$ cat src/rtl/uart_pkg.sv
// uart_pkg -- shared definitions for the UART receiver slice.
//   DATA_BITS_DEF  : default number of data bits per frame
//   OVERSAMPLE_DEF : default number of rx_enb ticks per bit period
//   MID_SAMPLE     : tick index inside the start bit where it is re-checked
//   rx_state_t     : receiver FSM states (PARITY exists only when
//                    UART_RX_PARITY_EN is defined)
package uart_pkg;

  localparam int DATA_BITS_DEF  = 8;
  localparam int OVERSAMPLE_DEF = 16;
  localparam int MID_SAMPLE     = OVERSAMPLE_DEF / 2 - 1;

  // Mid-bit tick index for an arbitrary oversample ratio.
  function automatic int mid_sample(input int oversample);
    return oversample / 2 - 1;
  endfunction

  typedef enum logic [2:0] {
    IDLE  = 3'd0,
    START = 3'd1,
    DATA  = 3'd2,
    STOP  = 3'd3
`ifdef UART_RX_PARITY_EN
    , PARITY = 3'd4
`endif
  } rx_state_t;

endpackage

$ cat src/rtl/uart_receiver_if.sv
// uart_receiver_if -- consumer-side bundle of the UART receiver.
//   data       : last received word
//   ready      : new word available in data
//   ready_clr  : consumer acknowledge, clears ready
//   frame_err  : stop bit of the last frame sampled low
//   overrun    : a frame completed while ready was still high
//   parity_err : even-parity check of the last frame (UART_RX_PARITY_EN only)
// Modports: master = receiver, slave = consumer.
interface uart_receiver_if
  import uart_pkg::*;
#(
  parameter int DATA_BITS = DATA_BITS_DEF
);

  logic [DATA_BITS-1:0] data;
  logic                 ready;
  logic                 ready_clr;
  logic                 frame_err;
  logic                 overrun;
`ifdef UART_RX_PARITY_EN
  logic                 parity_err;

  modport master (output data, ready, frame_err, overrun, parity_err, input ready_clr);
  modport slave  (input data, ready, frame_err, overrun, parity_err, output ready_clr);
`else
  modport master (output data, ready, frame_err, overrun, input ready_clr);
  modport slave  (input data, ready, frame_err, overrun, output ready_clr);
`endif

endinterface

$ cat src/rtl/uart_rx_sync.sv
// uart_rx_sync -- two-flop synchronizer for the asynchronous serial line.
//   clk   : system clock
//   rst_n : asynchronous active-low reset (flops reset to idle-high 1)
//   rx    : raw serial input
//   rx_s  : synchronized serial line
module uart_rx_sync (
  input  logic clk,
  input  logic rst_n,
  input  logic rx,
  output logic rx_s
);

  logic [1:0] sync_reg;

  always_ff @(posedge clk or negedge rst_n) begin
    if (!rst_n) sync_reg <= 2'b11;
    else        sync_reg <= {sync_reg[0], rx};
  end

  assign rx_s = sync_reg[1];

endmodule

$ cat src/rtl/uart_receiver.sv
// uart_receiver -- oversampling UART receiver (start, DATA_BITS data LSB
// first, optional even parity, one stop bit).
//   clk    : system clock, rising edge
//   rst_n  : asynchronous active-low reset
//   rx_enb : one-clk oversample tick, OVERSAMPLE per bit period
//   rx     : asynchronous serial line, idle high
//   bus    : uart_receiver_if.master (data/ready/ready_clr/frame_err/overrun
//            and parity_err)
// Optional feature: define UART_RX_PARITY_EN to add the PARITY state and the
// parity_err output.
module uart_receiver
  import uart_pkg::*;
#(
  parameter int DATA_BITS  = DATA_BITS_DEF,
  parameter int OVERSAMPLE = OVERSAMPLE_DEF
) (
  input  logic            clk,
  input  logic            rst_n,
  input  logic            rx_enb,
  input  logic            rx,
  uart_receiver_if.master bus
);

  localparam int CNT_W = (OVERSAMPLE > 1) ? $clog2(OVERSAMPLE) : 1;
  localparam int BIT_W = (DATA_BITS > 1) ? $clog2(DATA_BITS) : 1;
  localparam logic [CNT_W-1:0] CNT_MID  = CNT_W'(mid_sample(OVERSAMPLE));
  localparam logic [CNT_W-1:0] CNT_LAST = CNT_W'(OVERSAMPLE - 1);
  localparam logic [BIT_W-1:0] BIT_LAST = BIT_W'(DATA_BITS - 1);

  logic rx_s;

  uart_rx_sync u_sync (
    .clk  (clk),
    .rst_n(rst_n),
    .rx   (rx),
    .rx_s (rx_s)
  );

  rx_state_t            state_reg, state_next;
  logic [CNT_W-1:0]     cnt_reg,   cnt_next;
  logic [BIT_W-1:0]     bit_reg,   bit_next;
  logic [DATA_BITS-1:0] shift_reg, shift_next;
  logic [DATA_BITS-1:0] data_reg,  data_next;
  logic                 ready_reg, ready_next;
  logic                 ferr_reg,  ferr_next;
  logic                 ovr_reg,   ovr_next;
  logic                 done;
`ifdef UART_RX_PARITY_EN
  logic                 par_reg,   par_next;
  logic                 perr_reg,  perr_next;
`endif

  always_ff @(posedge clk or negedge rst_n) begin
    if (!rst_n) begin
      state_reg <= IDLE;
      cnt_reg   <= '0;
      bit_reg   <= '0;
      shift_reg <= '0;
      data_reg  <= '0;
      ready_reg <= 1'b0;
      ferr_reg  <= 1'b0;
      ovr_reg   <= 1'b0;
`ifdef UART_RX_PARITY_EN
      par_reg   <= 1'b0;
      perr_reg  <= 1'b0;
`endif
    end else begin
      state_reg <= state_next;
      cnt_reg   <= cnt_next;
      bit_reg   <= bit_next;
      shift_reg <= shift_next;
      data_reg  <= data_next;
      ready_reg <= ready_next;
      ferr_reg  <= ferr_next;
      ovr_reg   <= ovr_next;
`ifdef UART_RX_PARITY_EN
      par_reg   <= par_next;
      perr_reg  <= perr_next;
`endif
    end
  end

  always_comb begin
    state_next = state_reg;
    cnt_next   = cnt_reg;
    bit_next   = bit_reg;
    shift_next = shift_reg;
    data_next  = data_reg;
    ferr_next  = ferr_reg;
    done       = 1'b0;
`ifdef UART_RX_PARITY_EN
    par_next   = par_reg;
    perr_next  = perr_reg;
`endif
    // Frame sequencing only moves on oversample ticks.
    if (rx_enb) begin
      case (state_reg)
        IDLE: begin
          if (!rx_s) begin
            state_next = START;
            cnt_next   = '0;
          end
        end
        START: begin
          // Re-check the line at the start-bit midpoint; a high line here is
          // a glitch, not a frame.
          if (cnt_reg == CNT_MID) begin
            cnt_next   = '0;
            bit_next   = '0;
            state_next = rx_s ? IDLE : DATA;
          end else begin
            cnt_next = cnt_reg + CNT_W'(1);
          end
        end
        DATA: begin
          if (cnt_reg == CNT_LAST) begin
            cnt_next            = '0;
            shift_next[bit_reg] = rx_s;
            if (bit_reg == BIT_LAST) begin
`ifdef UART_RX_PARITY_EN
              state_next = PARITY;
`else
              state_next = STOP;
`endif
            end else begin
              bit_next = bit_reg + BIT_W'(1);
            end
          end else begin
            cnt_next = cnt_reg + CNT_W'(1);
          end
        end
`ifdef UART_RX_PARITY_EN
        PARITY: begin
          if (cnt_reg == CNT_LAST) begin
            cnt_next   = '0;
            par_next   = rx_s;
            state_next = STOP;
          end else begin
            cnt_next = cnt_reg + CNT_W'(1);
          end
        end
`endif
        STOP: begin
          if (cnt_reg == CNT_LAST) begin
            cnt_next   = '0;
            done       = 1'b1;
            data_next  = shift_reg;
            ferr_next  = ~rx_s;
`ifdef UART_RX_PARITY_EN
            // Even parity: data bits plus parity bit must XOR to zero.
            perr_next  = (^shift_reg) ^ par_reg;
`endif
            state_next = IDLE;
          end else begin
            cnt_next = cnt_reg + CNT_W'(1);
          end
        end
        default: begin
          state_next = IDLE;
          cnt_next   = '0;
        end
      endcase
    end
  end

  // Handshake runs every clock; a completion wins over a coincident clear.
  always_comb begin
    ready_next = ready_reg;
    ovr_next   = ovr_reg;
    if (done)               ready_next = 1'b1;
    else if (bus.ready_clr) ready_next = 1'b0;
    if (bus.ready_clr)            ovr_next = 1'b0;
    else if (done && ready_reg)   ovr_next = 1'b1;
  end

  assign bus.data      = data_reg;
  assign bus.ready     = ready_reg;
  assign bus.frame_err = ferr_reg;
  assign bus.overrun   = ovr_reg;
`ifdef UART_RX_PARITY_EN
  assign bus.parity_err = perr_reg;
`endif

endmodule

$ cat src/flat_wrapper.sv
// flat-port wrapper written by rule: the top's interface ports become plain ports
module uart_receiver_flat import uart_pkg::*;
#(
  parameter int DATA_BITS  = DATA_BITS_DEF,
  parameter int OVERSAMPLE = OVERSAMPLE_DEF
)
  (clk, rst_n, rx_enb, rx, bus_data, bus_ready, bus_frame_err, bus_overrun, bus_ready_clr);
  uart_receiver_if #(.DATA_BITS(DATA_BITS)) bus_i ();
  input  logic clk;
  input  logic rst_n;
  input  logic rx_enb;
  input  logic rx;
  output wire logic [$bits(bus_i.data)-1:0] bus_data;
  output wire logic [$bits(bus_i.ready)-1:0] bus_ready;
  output wire logic [$bits(bus_i.frame_err)-1:0] bus_frame_err;
  output wire logic [$bits(bus_i.overrun)-1:0] bus_overrun;
  input wire logic [$bits(bus_i.ready_clr)-1:0] bus_ready_clr;
  assign bus_data = bus_i.data;
  assign bus_ready = bus_i.ready;
  assign bus_frame_err = bus_i.frame_err;
  assign bus_overrun = bus_i.overrun;
  assign bus_i.ready_clr = bus_ready_clr;
  uart_receiver #(.DATA_BITS(DATA_BITS), .OVERSAMPLE(OVERSAMPLE)) u_core (.clk(clk), .rst_n(rst_n), .rx_enb(rx_enb), .rx(rx), .bus(bus_i));
endmodule
$ cat config.mk
export PLATFORM = sky130hd
export DESIGN_NAME = uart_receiver_flat
export DESIGN_NICKNAME = d
export VERILOG_FILES = /design/src/rtl/uart_pkg.sv /design/src/rtl/uart_receiver_if.sv /design/src/rtl/uart_rx_sync.sv /design/src/rtl/uart_receiver.sv /design/src/flat_wrapper.sv
export SDC_FILE = /design/constraint.sdc
export NUM_CORES = 1
export LEC_CHECK = 0
export ABC_AREA = 1
export CORE_ASPECT_RATIO = 1.25
export CORE_MARGIN = 3
export CORE_UTILIZATION = 55
export DETAILED_ROUTE_END_ITERATION = 10
export DONT_BUFFER_PORTS = 1
export GPL_TIMING_DRIVEN = 0
export PLACE_DENSITY = 0.83
export SLEW_MARGIN = 0
export SYNTH_ARGS = -nofsm -noshare
export SYNTH_HDL_FRONTEND = slang
export SYNTH_HIERARCHICAL = 1
export SYNTH_SLANG_ARGS = --single-unit
$ cat constraint.sdc
create_clock -name clk -period 1.4 [get_ports clk]
set_input_delay 0.35 -clock clk [delete_from_list [all_inputs] [get_ports clk]]
set_output_delay 0.35 -clock clk [all_outputs]
set_load 0.05 [all_outputs]
==> results of run 1 <==
==> area by class of cell <==
type                       instances  area, sq um
multi-input combinational        130          657
clock inverter                     2         10.0
timing repair buffer              10         92.6
sequential                        30          756
inverter                          16         61.3
fill                             166          786
clock buffer                       6         41.3
tap                               33         41.3
buffer                             4         32.5
==> cells by family (layout without fill, tap and decap cells) <==
logic type	count (synthesis)	after routing
AND/OR/NAND/NOR	115	115
flip-flops	30	30
buffers and inverters	20	38
AO/OA/AOI/OAI	11	11
adder cells (fa/ha/maj)	3	3
XOR/XNOR	1	1
==> timing repair <==
action | 4_1_cts | 5_1_grt
resized for setup | 10 | 11
setup endpoints to repair | 18 | 24
hold endpoints to repair | 31 | 0
hold buffers | 3 | 0
pin swaps | 1 | 6
setup buffers | 4 | 3
==> critical path, delay by kind of cell (launching register included) <==
kind / cells / cell delay [ns]
adder cells (fa/ha/maj): 1 / 0.18
buffers and inverters: 1 / 0.17
flip-flops: 1 / 0.41
AND/OR/NAND/NOR: 5 / 0.52
==> routing by layer <==
metal,vias up,global-route usage (%)
li1,602,-
met1,599,24.0
met2,51,34.7
met5,-,0
met4,0,11.1
met3,8,6.38
==> where the power goes <==
group / internal, uW / switching [uW] / total (uW)
clock: 191 / 289 / 479
combinational: 283 / 462 / 745
sequential: 960 / 116 / 1080
total: 1430 / 868 / 2300
==> layout by cell type (no fill, tap or decap), drive strengths merged <==
| cell | netlist | final |
|---|---|---|
| a22o | 1 | 1 |
| nor3 | 1 | 1 |
| nand3 | 25 | 25 |
| clkinv | 1 | 3 |
| dlygate4sd3 | 0 | 2 |
| o21ai | 5 | 5 |
| dfstp | 2 | 2 |
| a21oi | 5 | 5 |
| nor2 | 19 | 19 |
| buf | 4 | 12 |
| inv | 15 | 15 |
| clkbuf | 0 | 6 |
| dfrtp | 28 | 28 |
| nand2 | 70 | 70 |
| ha | 3 | 3 |
| xor2 | 1 | 1 |
==> worst max path at each step <==
stage / depth (start not counted) / startpoint / end
6_report: 7 / u_core/cnt_reg[0]$_DFFE_PN0P_ / u_core/shift_reg[5]$_DFFE_PN0P_
5_1_grt: 7 / u_core/cnt_reg[0]$_DFFE_PN0P_ / u_core/shift_reg[3]$_DFFE_PN0P_
4_1_cts: 7 / u_core/cnt_reg[0]$_DFFE_PN0P_ / u_core/shift_reg[2]$_DFFE_PN0P_
3_5_place_dp: 8 / u_core/bit_reg[0]$_DFFE_PN0P_ / u_core/bit_reg[2]$_DFFE_PN0P_
3_3_place_gp: 8 / u_core/bit_reg[0]$_DFFE_PN0P_ / u_core/bit_reg[1]$_DFFE_PN0P_
2_1_floorplan: 8 / u_core/bit_reg[0]$_DFFE_PN0P_ / u_core/bit_reg[0]$_DFFE_PN0P_
==> per-stage QoR <==
step	TNS (ns)	util (%)	setup WS (ns)
3_5_place_dp	-0.959	59.8	-0.128
3_3_place_gp	-0.224	59.8	-0.0652
5_1_grt	-0.591	68.3	-0.0734
6_report	0	68.3	0.0160
4_1_cts	0	66.2	0.00000511
2_1_floorplan	0	-	0.0413
==> flow_metrics.tcl, run 1 <==
set metrics [dict create \
    antenna_found_initial 0 \
    clock.fmax_ghz 0.723 \
    synthFlopType "dfrtp_1" \
    crit_chain "ha_4, nand3_4, nor3_4, buf_6, nand2_1, nand2_1, nand2_1" \
    yosys.area_share.simple_pct 34.2 \
    critPathKind "register to register" \
    crit_path_max_incr_delay_ns 0.41 \
    tritoncts "built" \
    wl_met3_um 188 \
    core_area_sq_um 2480 \
    syn_inst 180 \
    firstDrtPassIters 4 \
    rrSetupSlack_ns 0.02 \
    drc 0 \
    status "finished clean" \
    avgSynthCellArea_sq_um 8.00 \
    reg2reg_from "u_core/cnt_reg[0]$_DFFE_PN0P_" \
    drv_slew 0 \
    power_density_nw_per_um2 1360 \
    design_area_sq_um 1690 \
    drt-met1-wl_um 1270 \
    synth_fa_ha_area_share_pct 2.61 \
    hp-class "input pin to register" \
    yosysMostFrequentCell "nand2_1" \
    clkTransAtPathRegs_ns 0.09 \
    gr-total-overflow 0 \
    ys_ff_latch 30 \
    yosysWarnings 6 \
    worstPathMaxFanout 10 \
    dieWidth_um 51.8 \
    clock_skew_ns 0.00661 \
    min_delay_path_depth 1 \
    clk_path_buf_depth 2 \
    synth_top_area_share_pct 48.7 \
    first_iter_violations 60 \
    clock_latency_ns 0.33 \
    drv_cap 0 \
    top_layer "met4" \
    drt-total-wl_um 3170 \
    crit_path_end_kind "register" \
    grt_pass1_vias 1222 \
    dr_total_vias 1260 \
    placedInstanceArea_sq_um 1480 \
    period_needed_ns 1.38 \
    critical_path_arrival_ns 1.62 \
    viasPerCell 5.45 \
    min_from "bus_ready_clr" \
    ys_top_cells_by_area "dfrtp_1 (49%), nand2_1 (18%), nand3_1 (8.3%)" \
    cp_common_cell "nand2_1" \
    synthMuxAreaShare_pct 0 \
    worst-r2r-cell-count 7 \
    final_cells 231 \
    min_to "u_core/bus.overrun$_DFFE_PN0P_" \
    slowest_stage "dfrtp_1" \
    power_uw 2300 \
    fin_nets 205 \
    p_leak_uw 0.000864 \
    area_growth_syn_to_layout_pct 17.5 \
    cts_buffers 5 \
    drtAntennaViolNets 0 \
    rsz0062_at_grt "yes" \
    max_slew.worst_pin.slew_ns 0.498 \
    fin_crit_sh_pct 98.9 \
    placed_cells 213 \
    htreeDepth 2 \
    post-dp-hpwl_um 1980 \
    dieArea_sq_um 3270 \
    n_antenna_cell 0 \
    route.met2.wl_um 1630 \
    grt.total_usage_pct 21.1 \
    clkSinkCount 30 \
    ir_drop_mv 1.15 \
    wl_per_cell_um 13.7 \
    seq_area_frac_synth_pct 52.3 \
    gp_congestion 0.843 \
    cp-start-kind "register" \
    ios 16 \
    r2r_end "u_core/shift_reg[5]$_DFFE_PN0P_" \
    async_flop_share_pct 100 \
    port_buffers 0 \
    holdWs_ns 0.0751 \
    drive_gt1_share_pct 20.2 \
    synth_edf_count 0 \
    synth_top_family_by_area "simple AND/OR/NAND/NOR gates" \
    die_h_um 63.2 \
    setup_violations 0 \
    finalHoldViolCount 0 \
    root_buffer "clkbuf_4" \
    synth_top_area_cell "dfrtp_1" \
    initial_core_util_pct 58.1 \
    grt_pass1_wl_um 5110 \
    grt_max_degree 31 \
    syn-num-nets 188 \
    synthXorXnorAreaFrac_pct 0.608 \
    std_cell_rows 20 \
    cp.required_ns 1.63 \
    timing.slew.headroom_pct 66.8 \
    synth_cell_types 21 \
    netlist_area_sq_um 1440 \
    synthTopCellsByCount "nand2_1 (68), dfrtp_1 (28), nand3_1 (24)" \
    synth_compound_area_share_pct 4.08 \
]
Power figures use the tool's default switching activity.
==> run 2: changes to the inputs <==
--- a/config.mk
+++ b/config.mk
@@ -8,11 +8,12 @@
 export ABC_AREA = 1
 export CORE_ASPECT_RATIO = 1.25
 export CORE_MARGIN = 3
-export CORE_UTILIZATION = 55
+export CORE_UTILIZATION = 58
+export CTS_BUF_LIST = sky130_fd_sc_hd__clkbuf_8
 export DETAILED_ROUTE_END_ITERATION = 10
 export DONT_BUFFER_PORTS = 1
 export GPL_TIMING_DRIVEN = 0
-export PLACE_DENSITY = 0.83
+export PLACE_DENSITY = 0.82
 export SLEW_MARGIN = 0
 export SYNTH_ARGS = -nofsm -noshare
 export SYNTH_HDL_FRONTEND = slang
==> flow_metrics.tcl, run 2 (synthesis results as in run 1) <==
set metrics [dict create \
    crit_path_end_kind "register" \
    period_needed_ns 1.34 \
    dieArea_sq_um 3120 \
    startpoint "u_core/bit_reg[0]$_DFFE_PN0P_" \
    cts_buffers 5 \
    n_antenna_cell 0 \
    hp-class "input pin to register" \
    worstPathMaxFanout 4 \
    first_iter_violations 33 \
    cp.required_ns 1.58 \
    antenna_found_initial 0 \
    area_growth_syn_to_layout_pct 20.5 \
    clkTransAtPathRegs_ns 0.06 \
    grt_max_degree 31 \
    wl_per_cell_um 13.2 \
    fin_crit_sh_pct 96.0 \
    cp_common_cell "nand2_1" \
    clock_latency_ns 0.28 \
    rsz0062_at_grt "yes" \
    cp-start-kind "register" \
    std_cell_rows 19 \
    setup_violations 0 \
    slowest_stage "dfrtp_2" \
    power_uw 2460 \
    seq_area_sq_um 756 \
    clk_path_buf_depth 2 \
    crit_path_max_incr_delay_ns 0.41 \
    gp_congestion 0.877 \
    clock_skew_ns 0.00500 \
    final_cell_mix "nand2_1 (63), dfrtp_1 (26), nand3_1 (24), nor2_1 (17), inv_1 (16)" \
    drc 0 \
    min_from "rx" \
    reg2reg_from "u_core/bit_reg[0]$_DFFE_PN0P_" \
    dr_total_vias 1217 \
    post-dp-hpwl_um 1860 \
    core_area_sq_um 2280 \
    multi_input_area_sq_um 652 \
    fin_nets 206 \
    root_buffer "clkbuf_8" \
    gr-total-overflow 0 \
    status "finished clean" \
    tritoncts "built" \
    port_buffers 0 \
    drv_slew 0 \
    drive_gt1_share_pct 20.6 \
    clock.fmax_ghz 0.744 \
    num-fill-cells 150 \
    power_density_nw_per_um2 1420 \
    die_h_um 61.7 \
    critPathKind "register to register" \
    holdWs_ns 0.0659 \
    drt-total-wl_um 3040 \
    grt_pass1_wl_um 4950 \
    dieWidth_um 50.6 \
    drv_cap 0 \
    crit_chain "ha_2, ha_2, nor2_4, nand2_1, nand2_2, nand2_2, nand2_1, nand2_1" \
    drtAntennaViolNets 0 \
    final_common_cell "nand2_1" \
    ios 16 \
    grt_pass1_vias 1159 \
    timing.slew.headroom_pct 66.5 \
    p_leak_uw 0.000895 \
    clkSinkCount 30 \
    initial_core_util_pct 63.1 \
    viasPerCell 5.29 \
    critical_path_arrival_ns 1.52 \
    htreeDepth 2 \
    grt.total_usage_pct 22.2 \
    firstDrtPassIters 4 \
    finalHoldViolCount 0 \
    ir_drop_mv 1.16 \
    max_slew.worst_pin.slew_ns 0.503 \
]
==> run 2: cell count changes in the layout (fill, tap and decap cells not counted), moves of 2 or more <==
cell      previous run  this run
inv_1               14        16
clkbuf_4             5         0
clkbuf_8             0         6
buf_4                7         9
==> run 2: layout make-up <==
class	count	share of cell area, %
plain buffers	4	2.24
clock buffers	6	4.76
clock inverters	2	0.505
inverters	16	3.53
multi-input cells	130	37.6
flip-flops and latches	30	43.5
well taps	31	2.24
repair buffers	11	5.62
==> run 2: worst max-delay path: cells and delay by family, from the launching register on <==
kind | cells | cell delay (ns)
AND/OR/NAND/NOR | 6 | 0.46
flip-flops | 1 | 0.41
adder cells (fa/ha/maj) | 2 | 0.37
==> run 2: worst paths after layout <==
path                       slack (ns)                                   to  cells after the start
max                              0.06        u_core/bit_reg[1]$_DFFE_PN0P_                      8
min                              0.07  u_core/u_sync/sync_reg[0]$_DFF_PN1_                      0
max reg2reg                      0.06        u_core/bit_reg[1]$_DFFE_PN0P_                      8
min reg2reg                      0.36  u_core/u_sync/sync_reg[1]$_DFF_PN1_                      0
max in group asynchronous        0.64  u_core/u_sync/sync_reg[1]$_DFF_PN1_                      2
min in group asynchronous        0.53       u_core/bus.data[3]$_DFFE_PN0P_                      2
==> run 2: stage by stage <==
step	area, sq um	util (%)	setup TNS, ns	cells	setup WS, ns
2_1_floorplan	1440	-	0	180	0.0413
3_3_place_gp	1480	64.8	-0.227	211	-0.0581
3_5_place_dp	1480	64.8	-0.702	211	-0.133
4_1_cts	1660	72.6	0	225	0.00787
5_1_grt	1740	76.0	-0.122	230	-0.0365
6_report	1740	76.0	0	230	0.0560
==> run 2: metal layers <==
metal / vias to the layer above / track usage [%] / wire length, um
met1: 578 / 23.5 / 1260
met3: 7 / 7.40 / 125
li1: 606 / - / -
met4: 0 / 12.7 / 66
met2: 26 / 39.2 / 1580
met5: - / 0 / 0
==> run 2: power breakdown <==
part	internal, uW	leakage, uW	switching [uW]
registers	962	0.000403	113
logic	262	0.000440	435
clock network	388	0.0000524	299
total	1610	0.000895	847
==> run 2: what timing repair did <==
item	CTS	global route
endpoints found under the setup margin	18	24
gates resized for setup	8	14
hold buffers	2	0
hold endpoints to repair	30	0
setup buffers	4	5
pin swaps	0	6
==> run 3: changes to the inputs <==
--- a/config.mk
+++ b/config.mk
@@ -8,12 +8,12 @@
 export ABC_AREA = 1
 export CORE_ASPECT_RATIO = 1.25
 export CORE_MARGIN = 3
-export CORE_UTILIZATION = 58
+export CORE_UTILIZATION = 62
 export CTS_BUF_LIST = sky130_fd_sc_hd__clkbuf_8
 export DETAILED_ROUTE_END_ITERATION = 10
 export DONT_BUFFER_PORTS = 1
 export GPL_TIMING_DRIVEN = 0
-export PLACE_DENSITY = 0.82
+export PLACE_DENSITY = 0.84
 export SLEW_MARGIN = 0
 export SYNTH_ARGS = -nofsm -noshare
 export SYNTH_HDL_FRONTEND = slang
==> constraint.sdc (replaced) <==
create_clock -name clk -period 1.35 [get_ports clk]
set_input_delay 0.3375 -clock clk [delete_from_list [all_inputs] [get_ports clk]]
set_output_delay 0.3375 -clock clk [all_outputs]
set_load 0.05 [all_outputs]
==> flow_metrics.tcl, run 3 (synthesis results as in run 1) <==
set metrics [dict create \
    holdWs_ns 0.0505 \
    fin_nets 213 \
    crit_path_max_incr_delay_ns 0.40 \
    dieArea_sq_um 2940 \
    power_density_nw_per_um2 1500 \
    root_buffer "clkbuf_8" \
    clock_skew_ns 0.00940 \
    seq_area_sq_um 756 \
    worstPathMaxFanout 9 \
    route.met2.wl_um 2110 \
    worstPathBufferInverterCount 1 \
    std_cell_rows 18 \
    gp_congestion 0.836 \
    rsz0062_at_grt "yes" \
    design_area_sq_um 1850 \
    clock_latency_ns 0.29 \
    drt-met1-wl_um 1480 \
    slowest_stage "dfrtp_1" \
    cp_common_cell "nand2_1" \
    die_h_um 59.9 \
    port_buffers 0 \
    grt_pass1_wl_um 5480 \
    critPathKind "register to register" \
    drt-total-wl_um 4090 \
    clock.fmax_ghz 0.702 \
    period_needed_ns 1.42 \
    max_slew.worst_pin.slew_ns 0.503 \
    wl_met3_um 323 \
    timing.slew.headroom_pct 66.4 \
    clk_path_buf_depth 2 \
    wl_per_cell_um 17.3 \
    setup_violations 5 \
    final_cell_mix "nand2_1 (57), dfrtp_1 (26), nand3_1 (23), inv_1 (15), nor2_1 (15)" \
    fin_crit_sh_pct 106 \
    status "finished with violations" \
    ir_drop_mv 1.49 \
    num-fill-cells 86 \
    crit_chain "ha_4, nand3_4, nor2_4, buf_6, nand2_2, nor2_1, nand2_1, nand2_1" \
    grt.total_usage_pct 26.5 \
    place_ws_ns -0.152 \
    failed_checks "setup timing" \
    cp.required_ns 1.58 \
    htreeDepth 2 \
    final_common_cell "nand2_1" \
    power_uw 2790 \
    crit_path_end_kind "register" \
    area_growth_syn_to_layout_pct 28.8 \
    drtAntennaViolNets 0 \
    finalHoldViolCount 0 \
    clkTransAtPathRegs_ns 0.06 \
    top_layer "met4" \
    firstDrtPassIters 4 \
    cts_buffers 5 \
    dr_total_vias 1383 \
    ios 16 \
    p_leak_uw 0.000943 \
    post-dp-hpwl_um 1960 \
    timing.final.ws_setup_ns -0.0749 \
    multi_input_area_sq_um 718 \
    drc 0 \
    clkSinkCount 30 \
    cp-start-kind "register" \
    first_iter_violations 103 \
    core_area_sq_um 2090 \
    dieWidth_um 49.1 \
    fin_setup_tns_ns -0.177 \
    critical_path_arrival_ns 1.66 \
    drv_cap 0 \
    antenna_found_initial 0 \
    drv_slew 0 \
    gr-total-overflow 0 \
    n_antenna_cell 0 \
    viasPerCell 5.86 \
    hp-class "input pin to register" \
    tritoncts "built" \
    initial_core_util_pct 68.8 \
    placedInstanceArea_sq_um 1480 \
    grt_max_degree 31 \
    path_delay_family "simple AND/OR/NAND/NOR gates" \
    drive_gt1_share_pct 28.6 \
    grt_pass1_vias 1273 \
]
==> run 3: cell type report <==
class | instances | share of cell area (%)
Buffer | 4 | 2.09
Clock buffer | 6 | 4.45
Clock inverter | 2 | 0.472
Inverter | 16 | 3.31
Multi-Input combinational cell | 130 | 38.7
Sequential cell | 30 | 40.8
Tap cell | 30 | 2.02
Timing Repair Buffer | 18 | 8.16
==> run 3: through the flow <==
step | utilization [%] | std cells
after detailed placement | 70.7 | 210
final | 88.5 | 236
after floorplan | - | 180
after CTS | 81.2 | 228
after global routing | 88.5 | 236
after global placement | 70.7 | 210
==> run 3: where the power goes <==
part | switching, uW | internal (uW)
registers | 139 | 997
logic | 549 | 365
clock network | 337 | 403
==> run 3: final timing paths <==
check                      slack (ns)                           startpoint  cells after the start                                  end
min in group asynchronous        0.49                                rst_n                      2       u_core/bus.data[0]$_DFFE_PN0P_
max reg2reg                     -0.07        u_core/cnt_reg[0]$_DFFE_PN0P_                      8      u_core/shift_reg[2]$_DFFE_PN0P_
max                             -0.07        u_core/cnt_reg[0]$_DFFE_PN0P_                      8      u_core/shift_reg[2]$_DFFE_PN0P_
min                              0.05                                   rx                      0  u_core/u_sync/sync_reg[0]$_DFF_PN1_
min reg2reg                      0.36  u_core/u_sync/sync_reg[0]$_DFF_PN1_                      0  u_core/u_sync/sync_reg[1]$_DFF_PN1_
max in group asynchronous        0.62                                rst_n                      2  u_core/u_sync/sync_reg[1]$_DFF_PN1_
==> run 3: repair_timing <==
| action | 4_1_cts | 5_1_grt |
|---|---|---|
| setup endpoints to repair | 24 | 24 |
| endpoints found under the hold margin | 30 | 0 |
| cloned | 1 | 0 |
| hold buffers | 2 | 0 |
| gates resized for setup | 11 | 27 |
| pin swaps | 5 | 9 |
| setup buffers | 7 | 8 |
==> run 3: worst reg2reg max path, cell delays in order, from the launching register on <==
cell,delay (ns)
dfrtp_1,0.40
ha_4,0.19
nand3_4,0.11
nor2_4,0.18
buf_6,0.16
nand2_2,0.06
nor2_1,0.13
nand2_1,0.09
nand2_1,0.07
==> run 3: routing by layer <==
metal | GRT usage, % | vias up
met1 | 23.8 | 648
met3 | 6.48 | 19
met5 | 0 | -
li1 | - | 619
met4 | 19.1 | 0
met2 | 51.1 | 97
